**config.mk**
```make
export PLATFORM = sky130hd
export DESIGN_NAME = aurora_hls_config_monitor_flat
export DESIGN_NICKNAME = d
export VERILOG_FILES = /design/src/rtl/aurora_hls_config_monitor_if.sv /design/src/rtl/aurora_hls_config_monitor.sv /design/src/flat_wrapper.sv
export SDC_FILE = /design/constraint.sdc
export NUM_CORES = 1
export LEC_CHECK = 0
export CAP_MARGIN = 10
export CORE_AREA = 5 5 121 123
export DETAILED_ROUTE_END_ITERATION = 8
export DIE_AREA = 0 0 126 128
export HOLD_SLACK_MARGIN = 0.05
export MAX_ROUTING_LAYER = met4
export PLACE_DENSITY = 0.95
export SKIP_LAST_GASP = 1
export SYNTH_ARGS = -nofsm -noshare
export SYNTH_HDL_FRONTEND = slang
export SYNTH_SLANG_ARGS = --single-unit
```
**constraint.sdc**
```tcl
create_clock -name ap_clk -period 6.2 [get_ports ap_clk]
set_clock_uncertainty 0.1 [all_clocks]
set_input_delay 1.86 -clock ap_clk [delete_from_list [all_inputs] [get_ports ap_clk]]
set_output_delay 1.86 -clock ap_clk [all_outputs]
set_load 0.005 [all_outputs]
```
**src/rtl/aurora_hls_config_monitor_if.sv**
```systemverilog
// Host-side configuration bus for aurora_hls_config_monitor: the shadow-register write channel
// plus the commit handshake.
interface aurora_hls_config_monitor_if #(
    parameter int unsigned NUM_CHANNELS = 1
);
    localparam int unsigned CHAN_W = (NUM_CHANNELS > 1) ? $clog2(NUM_CHANNELS) : 1;

    logic              cfg_wr_valid;
    logic              cfg_wr_ready;
    logic [CHAN_W-1:0] cfg_wr_chan;
    logic [1:0]        cfg_wr_addr;
    logic [31:0]       cfg_wr_data;
    logic              cfg_commit;
    logic              cfg_error;
    logic              commit_pending;

    // Host side
    modport master (
        output cfg_wr_valid, cfg_wr_chan, cfg_wr_addr, cfg_wr_data, cfg_commit,
        input  cfg_wr_ready, cfg_error, commit_pending
    );

    // Monitor side
    modport slave (
        input  cfg_wr_valid, cfg_wr_chan, cfg_wr_addr, cfg_wr_data, cfg_commit,
        output cfg_wr_ready, cfg_error, commit_pending
    );
endinterface

```
**src/rtl/aurora_hls_config_monitor.sv**
```systemverilog
// Runtime-programmable per-channel Aurora configuration and RX FIFO threshold monitor.
// Host writes land in shadow registers. A commit validates every channel's shadow thresholds
// and then copies all shadows to the active registers on a single edge. The active thresholds
// drive the registered prog_full/prog_empty flags and the saturating prog_full event counters.
module aurora_hls_config_monitor #(
    parameter int unsigned NUM_CHANNELS = 1,
    parameter int unsigned CONFIG_WIDTH = 22,
    parameter int unsigned LEVEL_WIDTH  = 16,
    parameter int unsigned CNT_WIDTH    = 32,
    parameter logic [CONFIG_WIDTH-1:0] DEFAULT_CONFIG = '0,
    parameter logic [LEVEL_WIDTH-1:0]  DEFAULT_FULL   = LEVEL_WIDTH'(480),
    parameter logic [LEVEL_WIDTH-1:0]  DEFAULT_EMPTY  = LEVEL_WIDTH'(16)
) (
    input  logic                                  ap_clk,
    input  logic                                  ap_rst_n,
    aurora_hls_config_monitor_if.slave            cfg,
    output logic [CONFIG_WIDTH*NUM_CHANNELS-1:0]  configuration,
    output logic [2*LEVEL_WIDTH*NUM_CHANNELS-1:0] fifo_thresholds,
    input  logic [LEVEL_WIDTH*NUM_CHANNELS-1:0]   fifo_level,
    output logic [NUM_CHANNELS-1:0]               prog_full,
    output logic [NUM_CHANNELS-1:0]               prog_empty,
    output logic [CNT_WIDTH*NUM_CHANNELS-1:0]     full_events
);
    localparam int unsigned CHAN_W = (NUM_CHANNELS > 1) ? $clog2(NUM_CHANNELS) : 1;

    typedef enum logic [1:0] {StIdle = 2'd0, StCheck = 2'd1, StApply = 2'd2} state_e;

    state_e state_q, state_d;

    logic [CONFIG_WIDTH-1:0] shadow_cfg   [NUM_CHANNELS];
    logic [LEVEL_WIDTH-1:0]  shadow_full  [NUM_CHANNELS];
    logic [LEVEL_WIDTH-1:0]  shadow_empty [NUM_CHANNELS];
    logic [CONFIG_WIDTH-1:0] active_cfg   [NUM_CHANNELS];
    logic [LEVEL_WIDTH-1:0]  active_full  [NUM_CHANNELS];
    logic [LEVEL_WIDTH-1:0]  active_empty [NUM_CHANNELS];
    logic [CNT_WIDTH-1:0]    cnt_q        [NUM_CHANNELS];

    logic [NUM_CHANNELS-1:0] chan_sel;
    logic [NUM_CHANNELS-1:0] clr_cnt;
    logic [NUM_CHANNELS-1:0] full_hit;
    logic [NUM_CHANNELS-1:0] empty_hit;
    logic                    wr_fire;
    logic                    thr_bad;
    logic                    unused_data;

    // Only the LSBs of the write data carry meaning
    assign unused_data = ^cfg.cfg_wr_data;

    // Write decode: out-of-range channels match no slot, so such writes vanish
    always_comb begin
        wr_fire = cfg.cfg_wr_valid & cfg.cfg_wr_ready;
        for (int ch = 0; ch < NUM_CHANNELS; ch++) begin
            chan_sel[ch] = wr_fire && (cfg.cfg_wr_chan == CHAN_W'(ch));
            clr_cnt[ch]  = chan_sel[ch] && (cfg.cfg_wr_addr == 2'd3);
        end
    end

    // A commit is rejected if any channel's shadow full threshold does not exceed its empty one
    always_comb begin
        thr_bad = 1'b0;
        for (int ch = 0; ch < NUM_CHANNELS; ch++) begin
            if (shadow_full[ch] <= shadow_empty[ch]) thr_bad = 1'b1;
        end
    end

    // Commit FSM state register
    always_ff @(posedge ap_clk or negedge ap_rst_n) begin
        if (!ap_rst_n) state_q <= StIdle;
        else           state_q <= state_d;
    end

    // Commit FSM next state; a commit outside StIdle is ignored
    always_comb begin
        state_d = state_q;
        unique case (state_q)
            StIdle:  if (cfg.cfg_commit) state_d = StCheck;
            StCheck: state_d = thr_bad ? StIdle : StApply;
            StApply: state_d = StIdle;
            default: state_d = StIdle;
        endcase
    end

    // Commit FSM outputs
    always_comb begin
        cfg.cfg_wr_ready   = (state_q == StIdle);
        cfg.commit_pending = (state_q != StIdle);
        cfg.cfg_error      = (state_q == StCheck) && thr_bad;
    end

    // Shadow registers; a write in the commit cycle is sampled before the check
    always_ff @(posedge ap_clk or negedge ap_rst_n) begin
        if (!ap_rst_n) begin
            for (int ch = 0; ch < NUM_CHANNELS; ch++) begin
                shadow_cfg[ch]   <= DEFAULT_CONFIG;
                shadow_full[ch]  <= DEFAULT_FULL;
                shadow_empty[ch] <= DEFAULT_EMPTY;
            end
        end else begin
            for (int ch = 0; ch < NUM_CHANNELS; ch++) begin
                if (chan_sel[ch]) begin
                    case (cfg.cfg_wr_addr)
                        2'd0:    shadow_cfg[ch]   <= cfg.cfg_wr_data[CONFIG_WIDTH-1:0];
                        2'd1:    shadow_full[ch]  <= cfg.cfg_wr_data[LEVEL_WIDTH-1:0];
                        2'd2:    shadow_empty[ch] <= cfg.cfg_wr_data[LEVEL_WIDTH-1:0];
                        default: ;
                    endcase
                end
            end
        end
    end

    // Active registers: all channels switch together on the edge leaving StApply
    always_ff @(posedge ap_clk or negedge ap_rst_n) begin
        if (!ap_rst_n) begin
            for (int ch = 0; ch < NUM_CHANNELS; ch++) begin
                active_cfg[ch]   <= DEFAULT_CONFIG;
                active_full[ch]  <= DEFAULT_FULL;
                active_empty[ch] <= DEFAULT_EMPTY;
            end
        end else if (state_q == StApply) begin
            for (int ch = 0; ch < NUM_CHANNELS; ch++) begin
                active_cfg[ch]   <= shadow_cfg[ch];
                active_full[ch]  <= shadow_full[ch];
                active_empty[ch] <= shadow_empty[ch];
            end
        end
    end

    // Unsigned level comparisons against the active thresholds
    always_comb begin
        for (int ch = 0; ch < NUM_CHANNELS; ch++) begin
            full_hit[ch]  = fifo_level[ch*LEVEL_WIDTH +: LEVEL_WIDTH] >= active_full[ch];
            empty_hit[ch] = fifo_level[ch*LEVEL_WIDTH +: LEVEL_WIDTH] <= active_empty[ch];
        end
    end

    // Registered flags and rising-edge counters; a clear beats a coincident increment
    always_ff @(posedge ap_clk or negedge ap_rst_n) begin
        if (!ap_rst_n) begin
            prog_full  <= '0;
            prog_empty <= '0;
            for (int ch = 0; ch < NUM_CHANNELS; ch++) cnt_q[ch] <= '0;
        end else begin
            prog_full  <= full_hit;
            prog_empty <= empty_hit;
            for (int ch = 0; ch < NUM_CHANNELS; ch++) begin
                if (clr_cnt[ch]) begin
                    cnt_q[ch] <= '0;
                end else if (full_hit[ch] && !prog_full[ch] && (cnt_q[ch] != '1)) begin
                    cnt_q[ch] <= cnt_q[ch] + CNT_WIDTH'(1);
                end
            end
        end
    end

    // Pack per-channel state onto the flat output buses, channel 0 in the LSBs
    always_comb begin
        configuration   = '0;
        fifo_thresholds = '0;
        full_events     = '0;
        for (int ch = 0; ch < NUM_CHANNELS; ch++) begin
            configuration[ch*CONFIG_WIDTH +: CONFIG_WIDTH]       = active_cfg[ch];
            fifo_thresholds[ch*2*LEVEL_WIDTH +: 2*LEVEL_WIDTH]   = {active_full[ch],
                                                                    active_empty[ch]};
            full_events[ch*CNT_WIDTH +: CNT_WIDTH]               = cnt_q[ch];
        end
    end
endmodule

```
**src/flat_wrapper.sv**
```systemverilog
// flat-port wrapper written by rule: the top's interface ports become plain ports
module aurora_hls_config_monitor_flat 
#(
    parameter int unsigned NUM_CHANNELS = 1,
    parameter int unsigned CONFIG_WIDTH = 22,
    parameter int unsigned LEVEL_WIDTH  = 16,
    parameter int unsigned CNT_WIDTH    = 32,
    parameter logic [CONFIG_WIDTH-1:0] DEFAULT_CONFIG = '0,
    parameter logic [LEVEL_WIDTH-1:0]  DEFAULT_FULL   = LEVEL_WIDTH'(480),
    parameter logic [LEVEL_WIDTH-1:0]  DEFAULT_EMPTY  = LEVEL_WIDTH'(16)
)
  (ap_clk, ap_rst_n, configuration, fifo_thresholds, fifo_level, prog_full, prog_empty, full_events, cfg_cfg_wr_valid, cfg_cfg_wr_chan, cfg_cfg_wr_addr, cfg_cfg_wr_data, cfg_cfg_commit, cfg_cfg_wr_ready, cfg_cfg_error, cfg_commit_pending);
  aurora_hls_config_monitor_if #(.NUM_CHANNELS(NUM_CHANNELS)) cfg_i ();
  input  logic ap_clk;
  input  logic ap_rst_n;
  output logic [CONFIG_WIDTH*NUM_CHANNELS-1:0] configuration;
  output logic [2*LEVEL_WIDTH*NUM_CHANNELS-1:0] fifo_thresholds;
  input  logic [LEVEL_WIDTH*NUM_CHANNELS-1:0] fifo_level;
  output logic [NUM_CHANNELS-1:0] prog_full;
  output logic [NUM_CHANNELS-1:0] prog_empty;
  output logic [CNT_WIDTH*NUM_CHANNELS-1:0] full_events;
  input wire logic [$bits(cfg_i.cfg_wr_valid)-1:0] cfg_cfg_wr_valid;
  input wire logic [$bits(cfg_i.cfg_wr_chan)-1:0] cfg_cfg_wr_chan;
  input wire logic [$bits(cfg_i.cfg_wr_addr)-1:0] cfg_cfg_wr_addr;
  input wire logic [$bits(cfg_i.cfg_wr_data)-1:0] cfg_cfg_wr_data;
  input wire logic [$bits(cfg_i.cfg_commit)-1:0] cfg_cfg_commit;
  output wire logic [$bits(cfg_i.cfg_wr_ready)-1:0] cfg_cfg_wr_ready;
  output wire logic [$bits(cfg_i.cfg_error)-1:0] cfg_cfg_error;
  output wire logic [$bits(cfg_i.commit_pending)-1:0] cfg_commit_pending;
  assign cfg_i.cfg_wr_valid = cfg_cfg_wr_valid;
  assign cfg_i.cfg_wr_chan = cfg_cfg_wr_chan;
  assign cfg_i.cfg_wr_addr = cfg_cfg_wr_addr;
  assign cfg_i.cfg_wr_data = cfg_cfg_wr_data;
  assign cfg_i.cfg_commit = cfg_cfg_commit;
  assign cfg_cfg_wr_ready = cfg_i.cfg_wr_ready;
  assign cfg_cfg_error = cfg_i.cfg_error;
  assign cfg_commit_pending = cfg_i.commit_pending;
  aurora_hls_config_monitor #(.NUM_CHANNELS(NUM_CHANNELS), .CONFIG_WIDTH(CONFIG_WIDTH), .LEVEL_WIDTH(LEVEL_WIDTH), .CNT_WIDTH(CNT_WIDTH), .DEFAULT_CONFIG(DEFAULT_CONFIG), .DEFAULT_FULL(DEFAULT_FULL), .DEFAULT_EMPTY(DEFAULT_EMPTY)) u_core (.ap_clk(ap_clk), .ap_rst_n(ap_rst_n), .cfg(cfg_i), .configuration(configuration), .fifo_thresholds(fifo_thresholds), .fifo_level(fifo_level), .prog_full(prog_full), .prog_empty(prog_empty), .full_events(full_events));
endmodule
```
---- Yosys cells after proc, flatten, opt, wreduce, memory -nomap -nowiden ----
Index checks and enable logic that the tools add are counted.
cells by class
  equality and inequality tests ........... 7
  multiplexer cells ....................... 6
  order comparisons ....................... 3
  bitwise operators ....................... 2
  add/sub/neg operators ................... 1
  reductions and logical operators ........ 13
operators by type and width
  cell                                                              number
  32-bit 2-to-1 mux                                                 2
  32-bit by 1-bit adder with 32-bit output (second input constant)  1
  16-bit less-or-equal comparator                                   2
  32-bit inequality test (second input constant)                    1
  16-bit greater-or-equal comparator                                1
  2-bit == test (second input constant)                             3
  2-bit AND reduction                                               3
  1-bit logical AND                                                 5
  2-bit by 1-bit == test with 1-bit output (second input constant)  2
  2-bit logical NOT                                                 2
  2-bit 2-to-1 mux                                                  2
  2-bit one-hot mux with 2 select lines                             1
  2-bit nonzero test                                                2
  2-bit inequality test (second input constant)                     1
  1-bit AND                                                         1
  1-bit logical NOT                                                 1
  1-bit 2-to-1 mux                                                  1
  1-bit NOT                                                         1
storage, ports and cells
  word-level logic and storage cells ...... 42
  register bits after elaboration ......... 144
  input bits .............................. 55

---- Longest topological paths before layout ----
  depth in word-level cells ............... 5
  mapped depth ............................ 10
  mapped depth without buffers ............ 9

---- Least setup slack after synthesis ----
No wires, ideal clock.
  kind .................................... in2reg
  start point ............................. input port fifo_level[2]
  end point ............................... register u_core.cnt_q, in the netlist u_core.full_events[19]
  arrival time ............................ 3.512 ns
  setup slack ............................. 2.460 ns
  buffers on the path ..................... 2
  setup time .............................. 0.129 ns
  data required time ...................... 5.971 ns
  stages on the path ...................... 9
  cells stage by stage .................... ha_1 a211oi_1 o21ai_0 a21oi_1 o31a_1 clkbuf_1 clkbuf_1 nor3_1 mux2i_1
on the way
  cells in the longest elaborated chain, start to end .. 4
RTL lines
  item                                 line                              RTL
  from (decl)                          flat_wrapper.sv:18                input logic [LEVEL_WIDTH*NUM_CHANNELS-1:0] fifo_level;
  16-bit greater-or-equal comparator   aurora_hls_config_monitor.sv:132  full_hit[ch] = fifo_level[ch*LEVEL_WIDTH +: LEVEL_WIDTH] >= active_full[ch];
  1-bit logical AND (2 in series)      aurora_hls_config_monitor.sv:149  end else if (full_hit[ch] && !prog_full[ch] && (cnt_q[ch] != '1)) begin
  2-bit nonzero test (no source line)  n/a
  to (signal, indexed assignment)      aurora_hls_config_monitor.sv:150  cnt_q[ch] <= cnt_q[ch] + CNT_WIDTH'(1);
  to (decl)                            aurora_hls_config_monitor.sv:36   logic [CNT_WIDTH-1:0] cnt_q [NUM_CHANNELS];
Every way passes these cells.
A chain may end at the register's enable or synchronous reset.

---- Worst setup path in the final report ----
  start point ............................. register u_core.shadow_empty[4] in the netlist's numbering
  end point ............................... output port cfg_cfg_error
on the way
  cells in the longest elaborated chain, start to end .. 3
RTL lines
  item                               line                              RTL
  from (decl)                        aurora_hls_config_monitor.sv:32   logic [LEVEL_WIDTH-1:0] shadow_empty [NUM_CHANNELS];
  from (signal, indexed assignment)  aurora_hls_config_monitor.sv:104  2'd2: shadow_empty[ch] <= cfg.cfg_wr_data[LEVEL_WIDTH-1:0];
  16-bit less-or-equal comparator    aurora_hls_config_monitor.sv:62   if (shadow_full[ch] <= shadow_empty[ch]) thr_bad = 1'b1;
  1-bit 2-to-1 mux                   aurora_hls_config_monitor.sv:62
  1-bit logical AND                  aurora_hls_config_monitor.sv:87   cfg.cfg_error = (state_q == StCheck) && thr_bad;
  to (decl)                          flat_wrapper.sv:28                output wire logic [$bits(cfg_i.cfg_error)-1:0] cfg_cfg_error;
Every way passes these cells.

==> out/qor_table.md <==
| Step | Item | Reported |
|---|---|---|
| critical path | Critical Path RT | 4240 ps |
| cts | Resized Gates After CTS | 0 |
| critical path | R2R Path Start | u_core.active_full[5] |
| place | Setup WS pre-CTS | 1460 ps |
| sta | Slew Limit Fails | 0 |
| drt | Wire length per cell | 19.5 um |
| critical path | Cell with the largest stage delay on the worst path | clkdlybuf4s50_1 |
| global route | Combined global-route utilization of all metal layers | 24.4% |
| pwr | Share of total power in the clock network | 23.4% |
| place | Half-perimeter wire length after detailed placement | 13100 um |
| synthesis | Sequential cell area fraction in the yosys report | 49.5% |
| critical path | Capture point of the worst reg-to-reg path | u_core.full_events[2] |
| cts | Later-pin clock latency in the skew report | 420 ps |
| finish | Fill cell count | 933 |
| critical path | Worst Path Max Fanout | 4 |
| place | Input/output buffers | 135 |
| finish | Net total in the final layout | 890 |
| pwr | Largest voltage drop on the vdd net | 0.000245 V |
| cts | Maximum buffer depth of the clock tree | 2 |
| critical path | Type of element capturing the critical path | output pin |
| synthesis | Post-synthesis sequential element count | 144 |
| finish | Commonest cells after routing, fill and taps aside | 134 x clkdlybuf4s50_1, 134 x dfrtp_1, 92 x mux2_2, 55 x inv_1, 49 x ha_1 |
| min path | Classification of the worst-slack hold path | reg2reg |
| critical path | Critical path's top delay family | simple AND/OR/NAND/NOR gates |
| global route | Number of antenna violations at the first check in global routing | 0 |
| sta | Final critical path time including I/O delays and setup | 5110 ps |
| drt | Final routed DRC violation total | 0 |
| critical path | Critical path buffer and inverter count | 2 |
| floorplanning | Area of the core region | 13600 sq um |
| pwr | Ratio of total power to cell area | 444 nW/um^2 |
| critical path | Worst setup startpoint | u_core.shadow_empty[4] |
| pwr | Internal power consumption | 2.75 mW |
| synthesis | Syn_nets | 760 |
| critical path | Worst Path Class, Setup | reg2out |
| synthesis | Mean instance size in the synthesized netlist | 11.1 sq um |
| finish | Fraction of layout instances using a drive strength above 1 | 18.4% |
| global route | Vias in the first global route | 5935 |
| status | Status | finished clean |
| cts | CTS hold repair buffers | 0 |
| finish | Layout overhead on the synthesized area | 28.2% |
| sta | Total negative slack for setup checks | 0 ps |
| synthesis | Yosys warnings | 0 |
| finish | Number of diodes | 0 |
| min path | Number of cells on the worst hold path | 1 |
| min path | Min-delay src | u_core.shadow_cfg[18] |
| floorplanning | Number of top-level pins | 146 |
| sta | Number of hold-slack violations in the final timing report | 0 |
| sta | Tightest Pin Transition | 1200 ps |
| critical path | Register-to-Register Path Depth | 9 |
| synthesis | Main flop type after synthesis | dfrtp_1 |
| pwr | Switching part of the total power | 33.9% |
| floorplanning | Die Outline Area | 16100 sq um |
| sta | Highest Clock Rate | 196 MHz |
| synthesis | Count of flip-flops with a built-in enable after synthesis | 0 |
| cts | CTS root buffer | clkbuf_16 |
| critical path | Cell breakdown of the critical path | inv_1 -> ha_1 -> nand4_1 -> or2_2 -> nor3_1 -> a21oi_1 -> o21ai_0 -> clkdlybuf4s50_1 |
| floorplanning | Initial standard-cell utilization of the core | 53.9% |
| cts | TritonCTS clock tree | built |
| global route | Largest net degree at the start of global routing | 109 |
| pwr | Reported net switching power | 1.41 mW |
| place | GP Congestion | 0.863 |
| cts | Setup Buffers After CTS | 0 |
| synthesis | Unique cell type count in the Yosys netlist | 44 |
| cts | Clock transition time at the flip-flop clock pins of the worst setup and hold paths | 60 ps |
| cts | CTS H-tree lvls | 4 |
| cts | Total CTS buffers | 17 |
| sta | Final cycle utilization of the critical path | 82.5% |
| place | Cell area reported after detailed placement | 8800 sq um |
| sta | # setup viols final | 0 |
| pwr | Leakage power summed over all cells | 4.07 nW |
| sta | Minimum setup slack in the final design | 1090 ps |
| flow run | Maximum capacitance violations | 0 |
| drt | Average vias per placed instance | 5.96 |
| cts | Sinks on Clock Net | 144 |
| global route | Remaining global-route overflow | 0 |
| critical path | Worst reg-to-reg setup slack | 3290 ps |
| finish | Final design area excluding fillers | 9360 sq um |
| drt | Iteration count of the initial detailed-routing pass | 5 |
| critical path | CP arrival | 3150 ps |
| drt | Antenna-violating nets left | 0 |
| critical path | Largest incremental delay on the critical path | 590 ps |
| floorplanning | Count of standard-cell rows | 43 |
| pwr | Part of the power in combinational logic | 37.8% |
| floorplanning | Die span in y | 128 um |
| sta | RSZ-0062 raised after global routing | false |
| min path | Hold worst-path end | u_core.shadow_cfg[18] |
| floorplanning | Width of the chip | 126 um |
| drt | Total number of vias | 5830 |
| drt | Starting DRC count in detailed routing | 328 |
| sta | Slew HR | 20.1% |
| global route | Wire length of the first global-routing pass | 30600 um |
| synthesis | Mapped Cells | 656 |
| drt | Final WL | 19000 um |
| pwr | Proportion of power drawn by flip-flops and latches | 38.9% |
| synthesis | Cell Area, Synth | 7300 sq um |
| critical path | Element type at the critical path start | register |
| synthesis | Async set-reset flop share out of synthesis | 100% |
stage by stage:
stage          power (mW)  hold WS, ps  cells  util, %
2_1_floorplan        2.38          377    656        -
3_3_place_gp         3.01          379    947     64.9
3_5_place_dp         3.12          387    947     64.9
4_1_cts              4.15          403    979     69.1
5_1_grt              4.40          414    979     69.1
6_report             4.15          401    979     69.1
layer usage:
metal  wire [um]  track usage, %  part of all wire [%]
met4         699            10.7                   3.7
met2        9380            38.3                    49
met5           0               -                     0
met3        1210            5.50                   6.4
met1        7750            30.5                    41
Yosys cell counts (2+ instances only):
| master | n | share of area (%) |
|---|---|---|
| nor2_1 | 11 | 0.57 |
| nand3b_1 | 3 | 0.31 |
| a21oi_1 | 41 | 2.8 |
| nor3b_1 | 2 | 0.21 |
| or2_1 | 2 | 0.17 |
| buf_1 | 2 | 0.10 |
| clkbuf_1 | 20 | 1.0 |
| mux2_2 | 92 | 14 |
| o21ai_0 | 27 | 1.9 |
| nand2_1 | 45 | 2.3 |
| inv_1 | 55 | 2.8 |
| nand4_1 | 22 | 1.9 |
| or4_1 | 30 | 3.1 |
| dfrtp_1 | 134 | 46 |
| nor4_1 | 3 | 0.26 |
| and3_1 | 6 | 0.51 |
| o31ai_1 | 24 | 2.5 |
| nand2b_1 | 6 | 0.51 |
| ha_1 | 49 | 8.4 |
| nor3_1 | 7 | 0.48 |
| nor2b_1 | 4 | 0.34 |
| or2_2 | 2 | 0.17 |
| a2111oi_0 | 2 | 0.24 |
| dfstp_2 | 10 | 3.6 |
| or4b_1 | 4 | 0.55 |
| a21o_1 | 8 | 0.82 |
| and2_1 | 3 | 0.26 |
| a31o_2 | 2 | 0.24 |
| buf_2 | 4 | 0.27 |
| o211ai_1 | 6 | 0.62 |
| nand3_1 | 15 | 1.0 |
| or3_1 | 3 | 0.26 |
worst max-delay path by stage:
| stage | endpoint | slack, ps | cells past startpoint |
|---|---|---|---|
| CTS | cfg_cfg_error | 1110 | 8 |
| finish | cfg_cfg_error | 1090 | 8 |
| floorplan | u_core.full_events[19] | 2460 | 9 |
| global placement | u_core.full_events[2] | 1520 | 9 |
| detailed placement | u_core.full_events[2] | 1460 | 9 |
| global route | cfg_cfg_error | 1010 | 8 |
final cells by class:
class,count,area [sq um],share of cell area (%)
clock buffers,20,457,4.88
clock inverters,12,109,1.16
inverters,55,206,2.20
multi-input cells,430,3370,36.0
flip-flops and latches,144,3620,38.6
well taps,180,225,2.41
repair buffers,138,1380,14.7
logic make-up after synthesis:
logic type,share of synthesized area (%)
and+or+nand+nor,13.8
DFF,49.5
AOI/OAI and AO/OA,9.58
muxes,14.3
buffers and inverters,4.39
adders and majority gates,8.40
sequential cells by signal, indices dropped and copies added, names as in the netlist:
name	count
u_core.prog_empty	1
u_core.shadow_empty	16
u_core.configuration	22
u_core.active_empty	16
u_core.state_q	2
u_core.shadow_cfg	22
u_core.full_events	32
u_core.active_full	16
u_core.prog_full	1
u_core.shadow_full	16
power groups by stage:
stage / clock network (mW) / logic [mW] / registers [mW]
2_1_floorplan: 0 / 0.839 / 1.54
3_3_place_gp: 0 / 1.43 / 1.58
3_5_place_dp: 0 / 1.51 / 1.61
4_1_cts: 0.978 / 1.57 / 1.61
5_1_grt: 1.02 / 1.72 / 1.65
6_report: 0.971 / 1.57 / 1.61
Power figures use the tool's default switching activity.
==> patch 1 (same flow settings) <==
`CNT_WIDTH` is set to 32 in 2 places; all go to 40.
--- a/src/rtl/aurora_hls_config_monitor.sv
+++ b/src/rtl/aurora_hls_config_monitor.sv
@@ -6,7 +6,7 @@
     parameter int unsigned NUM_CHANNELS = 1,
     parameter int unsigned CONFIG_WIDTH = 22,
     parameter int unsigned LEVEL_WIDTH  = 16,
-    parameter int unsigned CNT_WIDTH    = 32,
+    parameter int unsigned CNT_WIDTH    = 40,
     parameter logic [CONFIG_WIDTH-1:0] DEFAULT_CONFIG = '0,
     parameter logic [LEVEL_WIDTH-1:0]  DEFAULT_FULL   = LEVEL_WIDTH'(480),
     parameter logic [LEVEL_WIDTH-1:0]  DEFAULT_EMPTY  = LEVEL_WIDTH'(16)
--- a/src/flat_wrapper.sv
+++ b/src/flat_wrapper.sv
@@ -4,7 +4,7 @@
     parameter int unsigned NUM_CHANNELS = 1,
     parameter int unsigned CONFIG_WIDTH = 22,
     parameter int unsigned LEVEL_WIDTH  = 16,
-    parameter int unsigned CNT_WIDTH    = 32,
+    parameter int unsigned CNT_WIDTH    = 40,
     parameter logic [CONFIG_WIDTH-1:0] DEFAULT_CONFIG = '0,
     parameter logic [LEVEL_WIDTH-1:0]  DEFAULT_FULL   = LEVEL_WIDTH'(480),
     parameter logic [LEVEL_WIDTH-1:0]  DEFAULT_EMPTY  = LEVEL_WIDTH'(16)
Interface: changed (resized full_events); port bits go from 146 to 154. No check against the original RTL was run, so the function may have changed too.
==> patch 1 against the original RTL <==
Setup slack better by 0.037 ns; non-clock buffer count increased by 11; synthesized area is 6.4% higher; critical path depth stayed put; cell area up 5.7%; routed wire length fell by 0.62%; power is 4.1% higher; sequential cell count rose by 8; sequential share of layout area down 0.052 points; global-route usage rose by 0.19 points; count of clock-buffer cells in the layout up 1; die area did not move; critical path type unchanged; critical endpoint unchanged.
==> patch 1: results (changes against the original RTL) <==
Run status
  • Status: finished, final reports clean (unchanged)

Synth
  • Synth Instances: 692 (was 656)
  • Async set-reset flop share out of synthesis: 1.00 (unchanged)
  • Synth top cells by count: dfrtp_1, mux2_2, inv_1 (unchanged)
  • Net Count, Synth: 796 (was 760)
  • Distinct cells, synth: 55 (was 44)
  • Synth top area cells: dfrtp_1, mux2_2, ha_1 (unchanged)
  • Post-synthesis sequential area ratio: 0.491 (was 0.495)
  • Yosys warns: 0 (unchanged)

Clocking
  • Maximum clock path buffer count: 2 (unchanged)
  • CTS buffer count: 17 (unchanged)
  • CTS root buffer: clkbuf_16 (unchanged)
  • # Post-CTS Setup Buffers: 0 (unchanged)
  • Post-CTS Resized: 0 (unchanged)
  • Clk_lat worst skew: 0.42 ns (about the same)
  • H-tree depth: 4 (unchanged)
  • Clock transition at path regs: 0.06 ns (about the same)

Critical path
  • Worst-path maximum fanout: 3 (was 4)
  • Largest stage delay on the critical path: 0.55 ns (was 0.59 ns)
  • Slowest stage cell, crit path: dfstp_2 (was clkdlybuf4s50_1)
  • R2r setup slk: 3.00 ns (was 3.29 ns)
  • CP top delay family: compound AO/OA/AOI/OAI gates (was simple AND/OR/NAND/NOR gates)
  • Worst EP arrival: 3.12 ns (was 3.15 ns)

Placement
  • Final GP Congestion: 0.834 (was 0.863)
  • DP Area: 9350 um2 (was 8800 um2)
  • I/O Buffers: 143 (was 135)
  • Inst Count DP: 988 (was 947)
  • Post-DP HPWL: 13400 um (was 13100 um)
  • Setup WS pre-CTS: 1.26 ns (was 1.46 ns)

Power
  • Pleak: 4.31 nW (was 4.07 nW)
  • VDD IR-drop max: 294 uV (was 245 uV)

Layout
  • Nets@finish: 931 (was 890)
  • # diodes: 0 (unchanged)
  • Layout cells sized above 1: 0.187 (was 0.184)
  • Fin cells: 1020 (was 979)
  • Max FFs per register: 40 (was 32)
  • Filler Cells Inserted: 898 (was 933)

Global route
  • GR Util All Layers: 0.246 (was 0.244)
  • Global Route met1 Usage: 0.312 (was 0.305)
  • GR Util met2: 0.387 (was 0.383)
  • Global Route met3 Usage: 0.0558 (was 0.0550)
  • Initial antenna violation count: 0 (unchanged)
  • Largest net degree at the start of global routing: 113 (was 109)
  • Global-route wire length before repair: 30800 um (was 30600 um)

Timing
  • Slew margin rel.: 0.328 (was 0.201)
  • Worst Hold Slack: 0.390 ns (was 0.401 ns)
  • Final period utilization: 0.819 (was 0.825)

Detailed routing
  • Drt pass-1 iters: 5 (unchanged)
  • Total routed wirelength: 18900 um (was 19000 um)
  • DR iter-0 viols: 462 (was 328)
  • Routed vias: 6024 (was 5830)

Min path
  • Hold/Removal Path Class: register to register (unchanged)
==> patch 1: logic make-up (layout without fill, tap and decap cells) <==
group,count (synthesis),after routing,synth area share
adders and majority gates,49,49,0.0789
DFF,152,152,0.491
buffers and inverters,88,236,0.0462
AOI/OAI and AO/OA,131,131,0.105
muxes,93,93,0.135
and+or+nand+nor,179,179,0.144
==> patch 1: layout make-up <==
class / instances / area [um2] / area share
Inverter: 55 / 206 / 0.0209
Clock inverter: 11 / 73.8 / 0.00746
Clock buffer: 21 / 470 / 0.0475
Timing Repair Buffer: 149 / 1490 / 0.151
Sequential cell: 152 / 3820 / 0.386
Tap cell: 180 / 225 / 0.0228
Multi-Input combinational cell: 452 / 3610 / 0.365
==> patch 1: worst paths after layout <==
check / startpoint / end / cells past startpoint
worst max-delay path: u_core.shadow_full[5] / cfg_cfg_error / 8
worst min-delay path: u_core.state_q[1] / u_core.state_q[1] / 1
worst max register to register: u_core.full_events[0] / u_core.full_events[13] / 8
max in group asynchronous: ap_rst_n / u_core.shadow_empty[4] / 2
min in group asynchronous: ap_rst_n / u_core.full_events[5] / 1
worst min register to register: u_core.state_q[1] / u_core.state_q[1] / 1
==> patch 1: where the power goes <==
| part | internal, W | switching (W) | total [W] |
|---|---|---|---|
| combinational | 0.000920 | 0.000772 | 0.00169 |
| clock | 0.000541 | 0.000398 | 0.000939 |
| sequential | 0.00139 | 0.000300 | 0.00169 |
| total | 0.00286 | 0.00147 | 0.00433 |
==> patch 1: routing by layer <==
layer | wire, um | vias up | share of wire
li1 | - | 2810 | -
met1 | 8070 | 2984 | 0.43
met3 | 1010 | 48 | 0.053
met2 | 9340 | 182 | 0.49
met4 | 506 | 0 | 0.027
met5 | 0 | - | 0
==> patch 2 (config.mk and constraints unchanged) <==
Made on the original files. Make the reset (`ap_rst_n`) synchronous in 4 clocked blocks.
--- a/src/rtl/aurora_hls_config_monitor.sv
+++ b/src/rtl/aurora_hls_config_monitor.sv
@@ -64,7 +64,7 @@
     end
 
     // Commit FSM state register
-    always_ff @(posedge ap_clk or negedge ap_rst_n) begin
+    always_ff @(posedge ap_clk) begin
         if (!ap_rst_n) state_q <= StIdle;
         else           state_q <= state_d;
     end
@@ -88,7 +88,7 @@
     end
 
     // Shadow registers; a write in the commit cycle is sampled before the check
-    always_ff @(posedge ap_clk or negedge ap_rst_n) begin
+    always_ff @(posedge ap_clk) begin
         if (!ap_rst_n) begin
             for (int ch = 0; ch < NUM_CHANNELS; ch++) begin
                 shadow_cfg[ch]   <= DEFAULT_CONFIG;
@@ -110,7 +110,7 @@
     end
 
     // Active registers: all channels switch together on the edge leaving StApply
-    always_ff @(posedge ap_clk or negedge ap_rst_n) begin
+    always_ff @(posedge ap_clk) begin
         if (!ap_rst_n) begin
             for (int ch = 0; ch < NUM_CHANNELS; ch++) begin
                 active_cfg[ch]   <= DEFAULT_CONFIG;
@@ -135,7 +135,7 @@
     end
 
     // Registered flags and rising-edge counters; a clear beats a coincident increment
-    always_ff @(posedge ap_clk or negedge ap_rst_n) begin
+    always_ff @(posedge ap_clk) begin
         if (!ap_rst_n) begin
             prog_full  <= '0;
             prog_empty <= '0;
Function: differs if ap_rst_n is asserted again (counterexample within 4 cycles, from zero or initial values and one cycle with ap_rst_n low); with ap_rst_n held inactive, the same outputs for 4 cycles.
==> patch 2 against the original RTL <==
Highest routed layer unchanged; synthesized area decreased by 1.4%; critical endpoint unchanged; count of clock-buffer cells in the layout decreased by 2; routed wire length is 13% lower; cell area down 0.39%; sequential cell count did not move; setup slack better by 0.20 ns.
Power is not compared: it rests on default switching activity, and its combinational part moved more than twofold at a synthesized area within 25%.
==> patch 2: results (changes against the original RTL) <==
Run status
  • Status: finished, final reports clean (unchanged)

Placement
  • Setup WS pre-CTS: 1.13 ns (was 1.46 ns)
  • Inst Count DP: 885 (was 947)
  • Final GP Congestion: 0.831 (was 0.863)

Synth
  • Mean Syn Cell Area: 12.3 um2 (was 11.1 um2)
  • Post-synthesis sequential area ratio: 0.595 (was 0.495)
  • Async set-reset flop share out of synthesis: 0 (was 1.00)
  • Number of synthesized flops with an enable pin: 140 (was 0)
  • Synth top cells by count: edfxtp_1, and2_1, inv_1 (was dfrtp_1, mux2_2, inv_1)
  • Synth top area cells: edfxtp_1, ha_1, and2_1 (was dfrtp_1, mux2_2, ha_1)
  • Net Count, Synth: 687 (was 760)
  • Synth Flop Type: edfxtp_1 (was dfrtp_1)
  • Distinct cells, synth: 48 (was 44)

Critical path
  • Worst-path maximum fanout: 3 (was 4)
  • Worst EP arrival: 2.96 ns (was 3.15 ns)

Clocking
  • Clk_lat worst skew: 0.42 ns (about the same)
  • CTS buffer count: 17 (unchanged)
  • # Post-CTS Setup Buffers: 0 (unchanged)

Layout
  • Filler Cells Inserted: 961 (was 933)
  • Layout cells sized above 1: 0.0650 (was 0.184)
  • Nets@finish: 829 (was 890)

Power
  • VDD IR-drop max: 195 uV

Global route
  • Largest net degree at the start of global routing: 34 (was 109)
  • Vias in the first global route: 5331 (was 5935)
  • Global-route wire length before repair: 26700 um (was 30600 um)
  • GR Util All Layers: 0.216 (was 0.244)

Detailed routing
  • DR iter-0 viols: 391 (was 328)
  • Drt pass-1 iters: 5 (unchanged)
  • Routed vias: 5047 (was 5830)
  • Drt wl/cell: 18.1 um (was 19.5 um)
  • Vias per cell: 5.50 (was 5.96)

Timing
  • Slew margin rel.: 0.189 (was 0.201)
[patch 2: cell count changes after synthesis, moves of 20 or more]
cell and change:
edfxtp_1 +140, dfrtp_1 -134, mux2_2 -92, and2_1 +85, nor3_1 +32, or4_1 -29
a21oi_1 -26, nand2_1 -25, o31ai_1 -24, xnor2_1 +23, o21ai_0 -20
[patch 2: path summary, 6_finish.rpt]
path,from,endpoint,slack (ns),cells after the start
setup / recovery,u_core.shadow_full[0][11],cfg_cfg_error,1.28,7
hold / removal,u_core.shadow_cfg[0][21],u_core.active_cfg[0][21],0.42,1
setup reg to reg,u_core.cnt_q[0][3],u_core.cnt_q[0][31],2.97,6
hold reg to reg,u_core.shadow_cfg[0][21],u_core.active_cfg[0][21],0.42,1
[patch 2: layer usage]
metal	GRT usage	part of all wire	wire, um	vias up
li1	-	-	-	2401
met1	0.250	0.39	6430	2398
met2	0.373	0.53	8760	219
met3	0.0467	0.065	1080	29
met4	0.0789	0.021	348	0
met5	-	0	0	-
[patch 2: where the power goes]
part	leakage (nW)	internal [W]	switching, W
combinational	1.79	0.000139	0.000121
clock	0.269	0.000556	0.000397
sequential	1.46	0.00113	0.0000443
total	3.52	0.00182	0.000562
[patch 2: final cells by class]
type	instances	area (um2)	share of cell area
Clock buffer	18	429	0.0460
Clock inverter	14	129	0.0138
Tap cell	180	225	0.0241
Timing Repair Buffer	143	1420	0.152
Inverter	59	221	0.0237
Sequential cell	144	4280	0.459
Multi-Input combinational cell	360	2620	0.281
[patch 2: stage by stage]
stage / hold slack [ns] / instance area [um2]
4_1_cts: 0.426 / 9320
2_1_floorplan: 0.387 / 7200
6_report: 0.422 / 9330
5_1_grt: 0.441 / 9330
3_3_place_gp: 0.402 / 8760
3_5_place_dp: 0.411 / 8760
[patch 2: critical path: stages, from the launching register on]
cell	delay (ns)
edfxtp_1	0.39
ha_1	0.36
a41o_1	0.25
a21oi_1	0.15
o221ai_1	0.17
o31a_1	0.34
nor3b_1	0.28
clkdlybuf4s50_1	0.61
[patch 2: cells by family (layout without fill, tap and decap cells)]
kind of cell | count (synthesis) | count (layout) | share of synthesized area
xor gates and xnor gates | 30 | 30 | 0.0365
adders and majority gates | 49 | 49 | 0.0852
and+or+nand+nor | 237 | 237 | 0.196
DFF | 144 | 144 | 0.595
buffers and inverters | 79 | 234 | 0.0450
AOI/OAI and AO/OA | 44 | 44 | 0.0419
